`src/rtl/hood_mode_ctrl.sv`:
```
// ---------------------------------------------------------------------------
// hood_mode_ctrl
// Range-hood mode sequencer. Handles standby and menu, SPEED_LEVELS fan
// levels, and a one-shot timed boost at level SPEED_LEVELS. It also covers a
// delayed shut-off after boost and a timed self-clean. It accumulates fan run
// seconds against a programmable cleaning-reminder threshold.
//
// Optional feature macro: HOOD_BOOST_REARM_EN
//   defined   -> a completed self-clean also re-arms the one-shot boost
//   undefined -> boost_used clears only on reset
//
// Ports:
//   clk               system clock
//   reset             asynchronous active-low reset
//   power_on          power enable; low freezes the block, clears prescaler
//   menu_pulse        single-cycle debounced menu key
//   speed_req         one-hot level request, bit k selects level k+1
//   clean_req         self-clean request level (honoured in menu only)
//   remind_limit      reminder threshold in seconds, 0 disables
//   level             active fan level, 0 = off
//   cleaning          self-clean running
//   countdown         a timed state (boost / delayed off / clean) is active
//   remain            seconds left in the current timed state
//   work_secs         accumulated run seconds (saturating)
//   cleaning_reminder sticky clean reminder
//   boost_used        one-shot boost has been consumed
// ---------------------------------------------------------------------------
module hood_mode_ctrl #(
   parameter int SPEED_LEVELS   = 3,
   parameter int LVL_W          = 2,
   parameter int TICK_DIV       = 100000000,
   parameter int BOOST_SECS     = 60,
   parameter int OFF_DELAY_SECS = 60,
   parameter int CLEAN_SECS     = 180,
   parameter int TMR_W          = 8,
   parameter int CNT_W          = 17
) (
   input  logic                    clk,
   input  logic                    reset,
   input  logic                    power_on,
   input  logic                    menu_pulse,
   input  logic [SPEED_LEVELS-1:0] speed_req,
   input  logic                    clean_req,
   input  logic [CNT_W-1:0]        remind_limit,
   output logic [LVL_W-1:0]        level,
   output logic                    cleaning,
   output logic                    countdown,
   output logic [TMR_W-1:0]        remain,
   output logic [CNT_W-1:0]        work_secs,
   output logic                    cleaning_reminder,
   output logic                    boost_used
);

   localparam int PW = (TICK_DIV > 1) ? $clog2(TICK_DIV) : 1;

   typedef enum logic [2:0] {
      ST_STANDBY   = 3'd0,
      ST_MENU      = 3'd1,
      ST_RUN       = 3'd2,
      ST_BOOST     = 3'd3,
      ST_DELAY_OFF = 3'd4,
      ST_CLEAN     = 3'd5
   } state_t;

   state_t            state_r, state_nxt_s;
   logic [PW-1:0]     presc_r, presc_nxt_s;
   logic [LVL_W-1:0]  level_nxt_s;
   logic [TMR_W-1:0]  remain_nxt_s;
   logic [CNT_W-1:0]  work_nxt_s;
   logic              reminder_nxt_s;
   logic              boost_nxt_s;
   logic              tick_s;
   logic              expire_s;
   logic              load_s;
   logic              menu_s;
   logic              clean_s;
   logic [SPEED_LEVELS-1:0] req_s;
   logic              req_valid_s;
   logic              req_boost_s;
   logic [LVL_W-1:0]  req_lvl_s;

   // Converts a one-hot request into its level number (bit k -> k+1).
   function automatic logic [LVL_W-1:0] onehot_level(input logic [SPEED_LEVELS-1:0] req);
      logic [LVL_W-1:0] lvl;
      lvl = {LVL_W{1'b0}};
      for (int k = 0; k < SPEED_LEVELS; k++) begin
         lvl = lvl | (req[k] ? LVL_W'(k + 1) : {LVL_W{1'b0}});
      end
      return lvl;
   endfunction

   // Input qualification, tick generation and next-state / next-output logic.
   always_comb begin
      // Key inputs are dropped entirely while powered down.
      menu_s      = power_on & menu_pulse;
      clean_s     = power_on & clean_req;
      req_s       = power_on ? speed_req : {SPEED_LEVELS{1'b0}};
      req_valid_s = $onehot(req_s);
      req_boost_s = req_valid_s & req_s[SPEED_LEVELS-1];
      req_lvl_s   = onehot_level(req_s);

      tick_s   = power_on & (presc_r == PW'(TICK_DIV - 1));
      expire_s = tick_s & (remain == TMR_W'(1));

      state_nxt_s    = state_r;
      level_nxt_s    = level;
      boost_nxt_s    = boost_used;
      reminder_nxt_s = cleaning_reminder;
      load_s         = 1'b0;

      // Remaining time is nonzero only inside timed states.
      if (tick_s && (remain != TMR_W'(0))) begin
         remain_nxt_s = remain - TMR_W'(1);
      end else begin
         remain_nxt_s = remain;
      end

      if (tick_s && ((state_r == ST_RUN) || (state_r == ST_BOOST)) &&
          (work_secs != {CNT_W{1'b1}})) begin
         work_nxt_s = work_secs + CNT_W'(1);
      end else begin
         work_nxt_s = work_secs;
      end

      case (state_r)
         ST_STANDBY: begin
            level_nxt_s = {LVL_W{1'b0}};
            if (power_on && (remind_limit != {CNT_W{1'b0}}) && (work_secs >= remind_limit)) begin
               reminder_nxt_s = 1'b1;
            end else begin
               reminder_nxt_s = cleaning_reminder;
            end
            if (menu_s) begin
               state_nxt_s = ST_MENU;
            end else begin
               state_nxt_s = ST_STANDBY;
            end
         end
         ST_MENU, ST_RUN: begin
            if (menu_s) begin
               state_nxt_s = ST_STANDBY;
               level_nxt_s = {LVL_W{1'b0}};
            end else if (req_valid_s && !req_boost_s) begin
               state_nxt_s = ST_RUN;
               level_nxt_s = req_lvl_s;
            end else if (req_boost_s && !boost_used) begin
               state_nxt_s  = ST_BOOST;
               level_nxt_s  = LVL_W'(SPEED_LEVELS);
               boost_nxt_s  = 1'b1;
               remain_nxt_s = TMR_W'(BOOST_SECS);
               load_s       = 1'b1;
            end else if ((state_r == ST_MENU) && clean_s && (req_s == {SPEED_LEVELS{1'b0}})) begin
               state_nxt_s    = ST_CLEAN;
               level_nxt_s    = {LVL_W{1'b0}};
               reminder_nxt_s = 1'b0;
               remain_nxt_s   = TMR_W'(CLEAN_SECS);
               load_s         = 1'b1;
            end else begin
               state_nxt_s = state_r;
            end
         end
         ST_BOOST: begin
            // A menu press wins over a coincident expiry.
            if (menu_s) begin
               state_nxt_s  = ST_DELAY_OFF;
               level_nxt_s  = {LVL_W{1'b0}};
               remain_nxt_s = TMR_W'(OFF_DELAY_SECS);
               load_s       = 1'b1;
            end else if (expire_s) begin
               state_nxt_s = ST_RUN;
               level_nxt_s = LVL_W'(SPEED_LEVELS - 1);
            end else begin
               state_nxt_s = ST_BOOST;
            end
         end
         ST_DELAY_OFF: begin
            level_nxt_s = {LVL_W{1'b0}};
            if (expire_s) begin
               state_nxt_s = ST_STANDBY;
            end else begin
               state_nxt_s = ST_DELAY_OFF;
            end
         end
         ST_CLEAN: begin
            level_nxt_s = {LVL_W{1'b0}};
            if (expire_s) begin
               state_nxt_s    = ST_STANDBY;
               work_nxt_s     = {CNT_W{1'b0}};
               reminder_nxt_s = 1'b0;
`ifdef HOOD_BOOST_REARM_EN
               boost_nxt_s    = 1'b0;
`else
               boost_nxt_s    = boost_used;
`endif
            end else begin
               state_nxt_s = ST_CLEAN;
            end
         end
         default: begin
            state_nxt_s  = ST_STANDBY;
            level_nxt_s  = {LVL_W{1'b0}};
            remain_nxt_s = {TMR_W{1'b0}};
         end
      endcase

      // Prescaler restarts on power-down, on each tick and on timed-state entry.
      if (!power_on || tick_s || load_s) begin
         presc_nxt_s = {PW{1'b0}};
      end else begin
         presc_nxt_s = presc_r + PW'(1);
      end
   end

   // State, prescaler and registered outputs.
   always_ff @(posedge clk or negedge reset) begin
      if (!reset) begin
         state_r           <= ST_STANDBY;
         presc_r           <= {PW{1'b0}};
         level             <= {LVL_W{1'b0}};
         cleaning          <= 1'b0;
         countdown         <= 1'b0;
         remain            <= {TMR_W{1'b0}};
         work_secs         <= {CNT_W{1'b0}};
         cleaning_reminder <= 1'b0;
         boost_used        <= 1'b0;
      end else begin
         state_r           <= state_nxt_s;
         presc_r           <= presc_nxt_s;
         level             <= level_nxt_s;
         cleaning          <= (state_nxt_s == ST_CLEAN);
         countdown         <= (state_nxt_s == ST_BOOST) || (state_nxt_s == ST_DELAY_OFF) ||
                              (state_nxt_s == ST_CLEAN);
         remain            <= remain_nxt_s;
         work_secs         <= work_nxt_s;
         cleaning_reminder <= reminder_nxt_s;
         boost_used        <= boost_nxt_s;
      end
   end

endmodule

```
`config.mk`:
```
export PLATFORM = sky130hd
export DESIGN_NAME = hood_mode_ctrl
export DESIGN_NICKNAME = d
export VERILOG_FILES = /design/src/rtl/hood_mode_ctrl.sv
export SDC_FILE = /design/constraint.sdc
export NUM_CORES = 1
export LEC_CHECK = 0
export ABC_AREA = 1
export BUFFER_PORTS_ARGS = -buffer_cell sky130_fd_sc_hd__buf_2
export CORE_UTILIZATION = 59
export DETAILED_ROUTE_END_ITERATION = 8
export GPL_TIMING_DRIVEN = 0
export PLACE_DENSITY = 0.81
export SLEW_MARGIN = 5
export SYNTH_ARGS = -nofsm -noshare
export SYNTH_HDL_FRONTEND = slang
export SYNTH_SLANG_ARGS = --single-unit
```
`constraint.sdc`:
```
create_clock -name clk -period 2.6 [get_ports clk]
set_input_delay 0.26 -clock clk [delete_from_list [all_inputs] [get_ports clk]]
set_output_delay 0.26 -clock clk [all_outputs]
set_load 0.01 [all_outputs]
```
==> run summary, run 1 <==
Slew @ Worst Pin -> 789 ps
# hold bufs at CTS -> 0
Syn-to-layout area delta -> 13.5%
1st-pass router iterations -> 5
CTS tree -> yes
worst vdd ir -> 0.547 mV
Worst setup EP type -> flip-flop
Slew HR -> 0.474
R2R Path Start -> work_secs[1]$_DFF_PN0_
CTS buffer count -> 9
Sink Count -> 61
Main synth FF type -> dfrtp_1
Post-Route WL -> 10.3 mm
DRC violations left -> 0
RSZ-0062 raised after global routing -> false
port bufs -> 55
failing checks -> hold timing
outcome -> finished with violations
Pwr Density -> 557 mW/mm²
Seq/Total Area, Yosys -> 0.334
count of final hold-check violations -> 21
vias in the first global route -> 4137
design area -> 0.00519 mm²
CP Data Arrival Time -> 2600 ps
commonest non-fill, non-tap cell in the layout -> nand2_1
Util after Layout -> 0.704
Mapped Area -> 0.00457 mm²
Data required, critical path -> 2880 ps
final setup fails -> 0
Post-Syn Instances -> 641
die area -> 0.00810 mm²
FMAX -> 0.430 GHz
min-delay worst type -> input pin to async pin
worst path cell trace -> ha_1 > nand2_1 > nor3_1 > and3_1 > ha_1 > inv_1 > nand4_4 > inv_2 > buf_6 > nand2_1 > nand2_1 > a21oi_1
Tmin final -> 2330 ps
Final Cycle Share -> 0.895
die height -> 90.0 µm
setup TNS -> 0 ps
routed len/inst -> 12.7 µm
global-route usage over all layers -> 0.271
pre-CTS setup slack -> 193 ps
Adder-Cell Fraction of Synth Area -> 0.0701
Final ANT Viol Nets -> 0
Max FO, Critical Path -> 10
core area -> 0.00737 mm²
initial antenna violation count -> 0
P_leak -> 0.00280 µW
clk buf depth -> 2
FFs w/ async S/R, synth -> 1.00
Synth cell types -> 42
NumNets Final -> 757
Syn Area/Cell -> 7.13 µm²
largest net degree at the start of global routing -> 62
first-pass GRT wire length -> 17.8 mm
proportion of layout cells with a drive suffix above 1 -> 0.176
CP startpoint -> work_secs[1]$_DFF_PN0_
total grt overflow -> 0
Die Wd -> 90.0 µm
ant diodes -> 0
GP Congestion -> 0.867
post-synthesis mux area share -> 0
compound-gate portion of the synthesized area -> 0.0657
via count -> 4233
post-DP HPWL -> 7.92 mm
Setup CP Type -> flip-flop to flip-flop
Via density -> 5.22
commonest cells after routing, fill and taps aside -> nand2_1 (164), inv_1 (87), nor2_1 (86), dfrtp_1 (61), buf_2 (55)
CP dominant cell by count -> nand2_1
DR iter-0 viols -> 237
number of synthesized flops with an enable pin -> 0
fin. max-slew vios -> 0
Synthesized Nets -> 691
Slowest cell on crit path -> dfrtp_1
Worst path max stage delay -> 450 ps
Startpoint Class -> flip-flop
Clock transition at path regs -> 80 ps
largest family of logic cells by synthesized area -> simple AND/OR/NAND/NOR gates
CTS root buf -> clkbuf_8
XOR/XNOR share of the synthesized area -> 0.0575
row count -> 31
dpl cell area -> 0.00497 mm²
worst skew pair latency -> 350 ps
H-tree Lvls -> 3
I/O pins -> 56
initial core utilization -> 0.620
Worst Hold Slack -> -22.9 ps
simple logic cell fraction of the synthesized area -> 0.379
Clock Skews -> 11.7 ps
synthesized flop and latch total -> 61
Resized cells post-CTS -> 0
fin worst setup slack -> 274 ps
max-cap violation count -> 0
synth warn -> 0
# Post-CTS Setup Buffers -> 0
-- through the flow --
stage	power [µW]	std cells	hold slack (ps)
floorplan	1750	641	-35.6
global placement	1950	795	462
detailed placement	1970	795	396
CTS	2900	811	9.65
global route	3060	811	50.2
finish	2890	811	-22.9
-- final timing paths --
path | slack, ps | depth (start not counted) | endpoint
max in group asynchronous | 2090 | 1 | work_secs[16]$_DFF_PN0_
max | 270 | 12 | work_secs[11]$_DFF_PN0_
min in group clk | 380 | 5 | remain[7]$_DFF_PN0_
min | -20 | 1 | remain[6]$_DFF_PN0_
max reg2reg | 270 | 12 | work_secs[11]$_DFF_PN0_
min reg2reg | 470 | 2 | cleaning_reminder$_DFFE_PN0P_
-- area by class of cell --
class                      instances  area, µm²
multi-input combinational        476       2610
clock inverter                     5       65.1
clock buffer                      11        151
timing repair buffer              55        278
fill                             626       2180
sequential                        61       1530
tap                               99        124
buffer                             6       57.6
inverter                          98        373
-- synth_stat cells (6+ instances only) --
master   instances  area share
a21oi_1         24       0.026
dfrtp_1         61        0.33
ha_1            24       0.066
inv_1           87       0.071
inv_2            8      0.0066
nand2_1        164        0.13
nand2_2         10       0.014
nand3_1         36       0.039
nand3_2          6       0.013
nand4_1         10       0.014
nor2_1          86       0.071
nor2_4           6       0.015
nor3_1          26       0.028
o21ai_0         10       0.011
o21ai_1         12       0.013
xor2_1          25       0.048
-- worst max-delay path: cells and delay by family, from the launching register on --
kind            cells  cell delay, ps
buf+inv             3             270
flops               1             450
fa+ha+maj           2             420
compound gates      1             110
simple gates        6             990
-- kinds of logic (layout without fill, tap and decap cells) --
logic type / after synthesis / after routing
AO/OA/AOI/OAI: 55 / 55
XOR/XNOR: 30 / 30
buffers and inverters: 104 / 175
flip-flops: 61 / 61
AND/OR/NAND/NOR: 366 / 366
adder cells (fa/ha/maj): 25 / 25
-- per-layer routing --
metal / routed length, µm / vias up / global-route usage
met3: 554 / 16 / 0.0474
li1: - / 2173 / -
met4: 176 / 0 / 0.110
met5: 0 / - / 0
met1: 4650 / 1929 / 0.334
met2: 4900 / 115 / 0.469
-- sequential cells by signal, summed over array words and instances (netlist names) --
name,cells
cleaning_reminder,1
level,2
countdown,1
state_r,3
cleaning,1
boost_used,1
presc_r,27
remain,8
work_secs,17
-- power by group --
part           internal [µW]  switching [µW]
combinational            305             542
clock                    505             423
sequential              1030            85.0
Power figures use the tool's default switching activity.
==> inputs of run 2 (changes only) <==
Settings changed: CORE_UTILIZATION 59 to 53, PLACE_DENSITY 0.81 to 0.77.
Clock period 2.6 ns to 2.1 ns, I/O delays scaled along.
==> run 2 against run 1 <==
Effect of this change:
- the flow now finishes without violations
- combinational power up 25%
- final cell count up 1.2%
- setup slack worse by 130 ps
- critical path depth rose by 2
- critical endpoint is now presc_r[24]$_DFF_PN0_
- highest routed layer unchanged
==> run summary, run 2 (synthesized netlist as in run 1, its figures left out) <==
Max FO, Critical Path -> 10 (unchanged)
commonest non-fill, non-tap cell in the layout -> nand2_1
row count -> 33 (+6.5%)
Cells on Worst Hold Path -> 5
min-delay worst type -> input pin to flip-flop
vias in the first global route -> 4098 (-0.94%)
clk buf depth -> 2 (unchanged)
GP Congestion -> 0.901 (+3.8%)
proportion of layout cells with a drive suffix above 1 -> 0.186 (+0.0102)
I/O pins -> 56 (unchanged)
R2R depth -> 12 (unchanged)
NumNets Final -> 761 (+0.53%)
CTS buffer count -> 9 (unchanged)
Clock transition at path regs -> 70 ps (about the same)
DRC violations left -> 0 (unchanged)
Data required, critical path -> 2330 ps (-550 ps)
fin worst setup slack -> 146 ps (-128 ps)
Final ANT Viol Nets -> 0 (unchanged)
DR iter-0 viols -> 183 (-23%)
final setup fails -> 0 (unchanged)
CTS tree -> yes
Pwr Density -> 670 mW/mm² (+20%)
fin. max-slew vios -> 0 (unchanged)
1st-pass router iterations -> 4 (-1)
Sink Count -> 61 (unchanged)
H-tree Lvls -> 3 (unchanged)
P_leak -> 0.00280 µW (+0.23%)
die area -> 0.00900 mm² (+11%)
Syn-to-layout area delta -> 14.8%
Via density -> 5.20 (-0.40%)
Tmin final -> 1950 ps
ant diodes -> 0 (unchanged)
die height -> 94.9 µm (+5.4%)
CTS root buf -> clkbuf_8
routed len/inst -> 12.4 µm (-2.2%)
Clock Skews -> 11.0 ps (-0.668 ps)
worst vdd ir -> 0.656 mV (+20%)
via count -> 4268 (+0.83%)
Startpoint Class -> input pin
Worst setup EP type -> flip-flop
pre-CTS setup slack -> -231 ps (-424 ps)
Final Cycle Share -> 0.931
initial antenna violation count -> 0 (unchanged)
max-cap violation count -> 0 (unchanged)
port bufs -> 55 (unchanged)
max reg flops -> 27 (unchanged)
outcome -> finished clean
Slew HR -> 0.486 (+0.0122)
Die Wd -> 94.9 µm (+5.4%)
FMAX -> 0.512 GHz
Util after Layout -> 0.632 (-0.0721)
worst skew pair latency -> 350 ps (about the same)
count of final hold-check violations -> 0 (-100%)
register area -> 0.00153 mm² (about the same)
global-route usage over all layers -> 0.247 (-0.0244)
Top reg by flops -> presc_r
multi-input logic area -> 0.00265 mm² (+1.2%)
Setup CP Type -> input pin to flip-flop
total grt overflow -> 0 (unchanged)
CP Data Arrival Time -> 2190 ps (-410 ps)
largest net degree at the start of global routing -> 62 (unchanged)
core area -> 0.00830 mm² (+13%)
commonest cells after routing, fill and taps aside -> nand2_1 (163), inv_1 (87), nor2_1 (86), dfrtp_1 (60), buf_2 (55)
first-pass GRT wire length -> 17.4 mm (-2.6%)
Slew @ Worst Pin -> 771 ps (-18.3 ps)
Largest regs -> presc_r: 27 flops, work_secs: 17 flops, remain: 8 flops
Fillers -> 729 (+16%)
initial core utilization -> 0.551 (-0.0695)
Post-Route WL -> 10.2 mm (-0.95%)
post-DP HPWL -> 7.83 mm (-1.2%)
run 2: worst paths after layout:
| path | to | slack [ps] | startpoint |
|---|---|---|---|
| max | presc_r[24]$_DFF_PN0_ | 150 | power_on |
| min | remain[7]$_DFF_PN0_ | 320 | menu_pulse |
| max reg2reg | work_secs[13]$_DFF_PN0_ | 160 | work_secs[0]$_DFF_PN0_ |
| min reg2reg | cleaning_reminder$_DFFE_PN0P_ | 480 | cleaning_reminder$_DFFE_PN0P_ |
| max in group asynchronous | work_secs[0]$_DFF_PN0_ | 1080 | reset |
| min in group asynchronous | presc_r[21]$_DFF_PN0_ | 470 | reset |
run 2: final cells by class:
type	instances	share of cell area
Multi-Input combinational cell	476	0.504
Sequential cell	61	0.291
Inverter	98	0.0711
Timing Repair Buffer	59	0.0592
Clock buffer	10	0.0262
Tap cell	105	0.0250
Clock inverter	6	0.0119
Buffer	6	0.0110
run 2: through the flow:
stage / std cells / hold WS [ps] / instance area, µm² / power, µW / setup TNS [ps]
final: 821 / 323 / 5250 / 3510 / 0
after global routing: 821 / 332 / 5250 / 3750 / -10.9
after CTS: 819 / 304 / 5210 / 3530 / 0
after detailed placement: 801 / 342 / 4980 / 2450 / -7720
after global placement: 801 / 468 / 4980 / 2410 / -7040
after floorplan: 641 / -85.6 / 4570 / 2160 / 0
run 2: report_power, final:
group          internal (µW)  total (µW)  switching [µW]
Sequential              1280        1380             105
Clock                    575        1070             497
Combinational            379        1060             676
Total                   2230        3510            1280
run 2: what timing repair did:
item,4_1_cts,5_1_grt
pin swaps,0,1
setup buffers,1,2
gates resized for setup,3,4
setup endpoints to repair,14,32
endpoints found under the hold margin,61,0
hold buffers,1,0
run 2: critical path, cell delays in order:
cell and delay, ps:
buf_2 120, nand2_1 180, inv_1 100, fa_1 530
inv_1 60, nor3_2 190, nand2_1 120, nand2_1 110
nand2_1 80, nand2_1 80, inv_2 60, nand2_4 130
buf_6 160, nor2_1 50
run 2: layer usage:
| metal | wire, µm | track usage | part of all wire |
|---|---|---|---|
| met1 | 4620 | 0.299 | 0.45 |
| met4 | 180 | 0.102 | 0.018 |
| met2 | 4900 | 0.435 | 0.48 |
| met5 | 0 | 0 | 0 |
| met3 | 482 | 0.0378 | 0.047 |
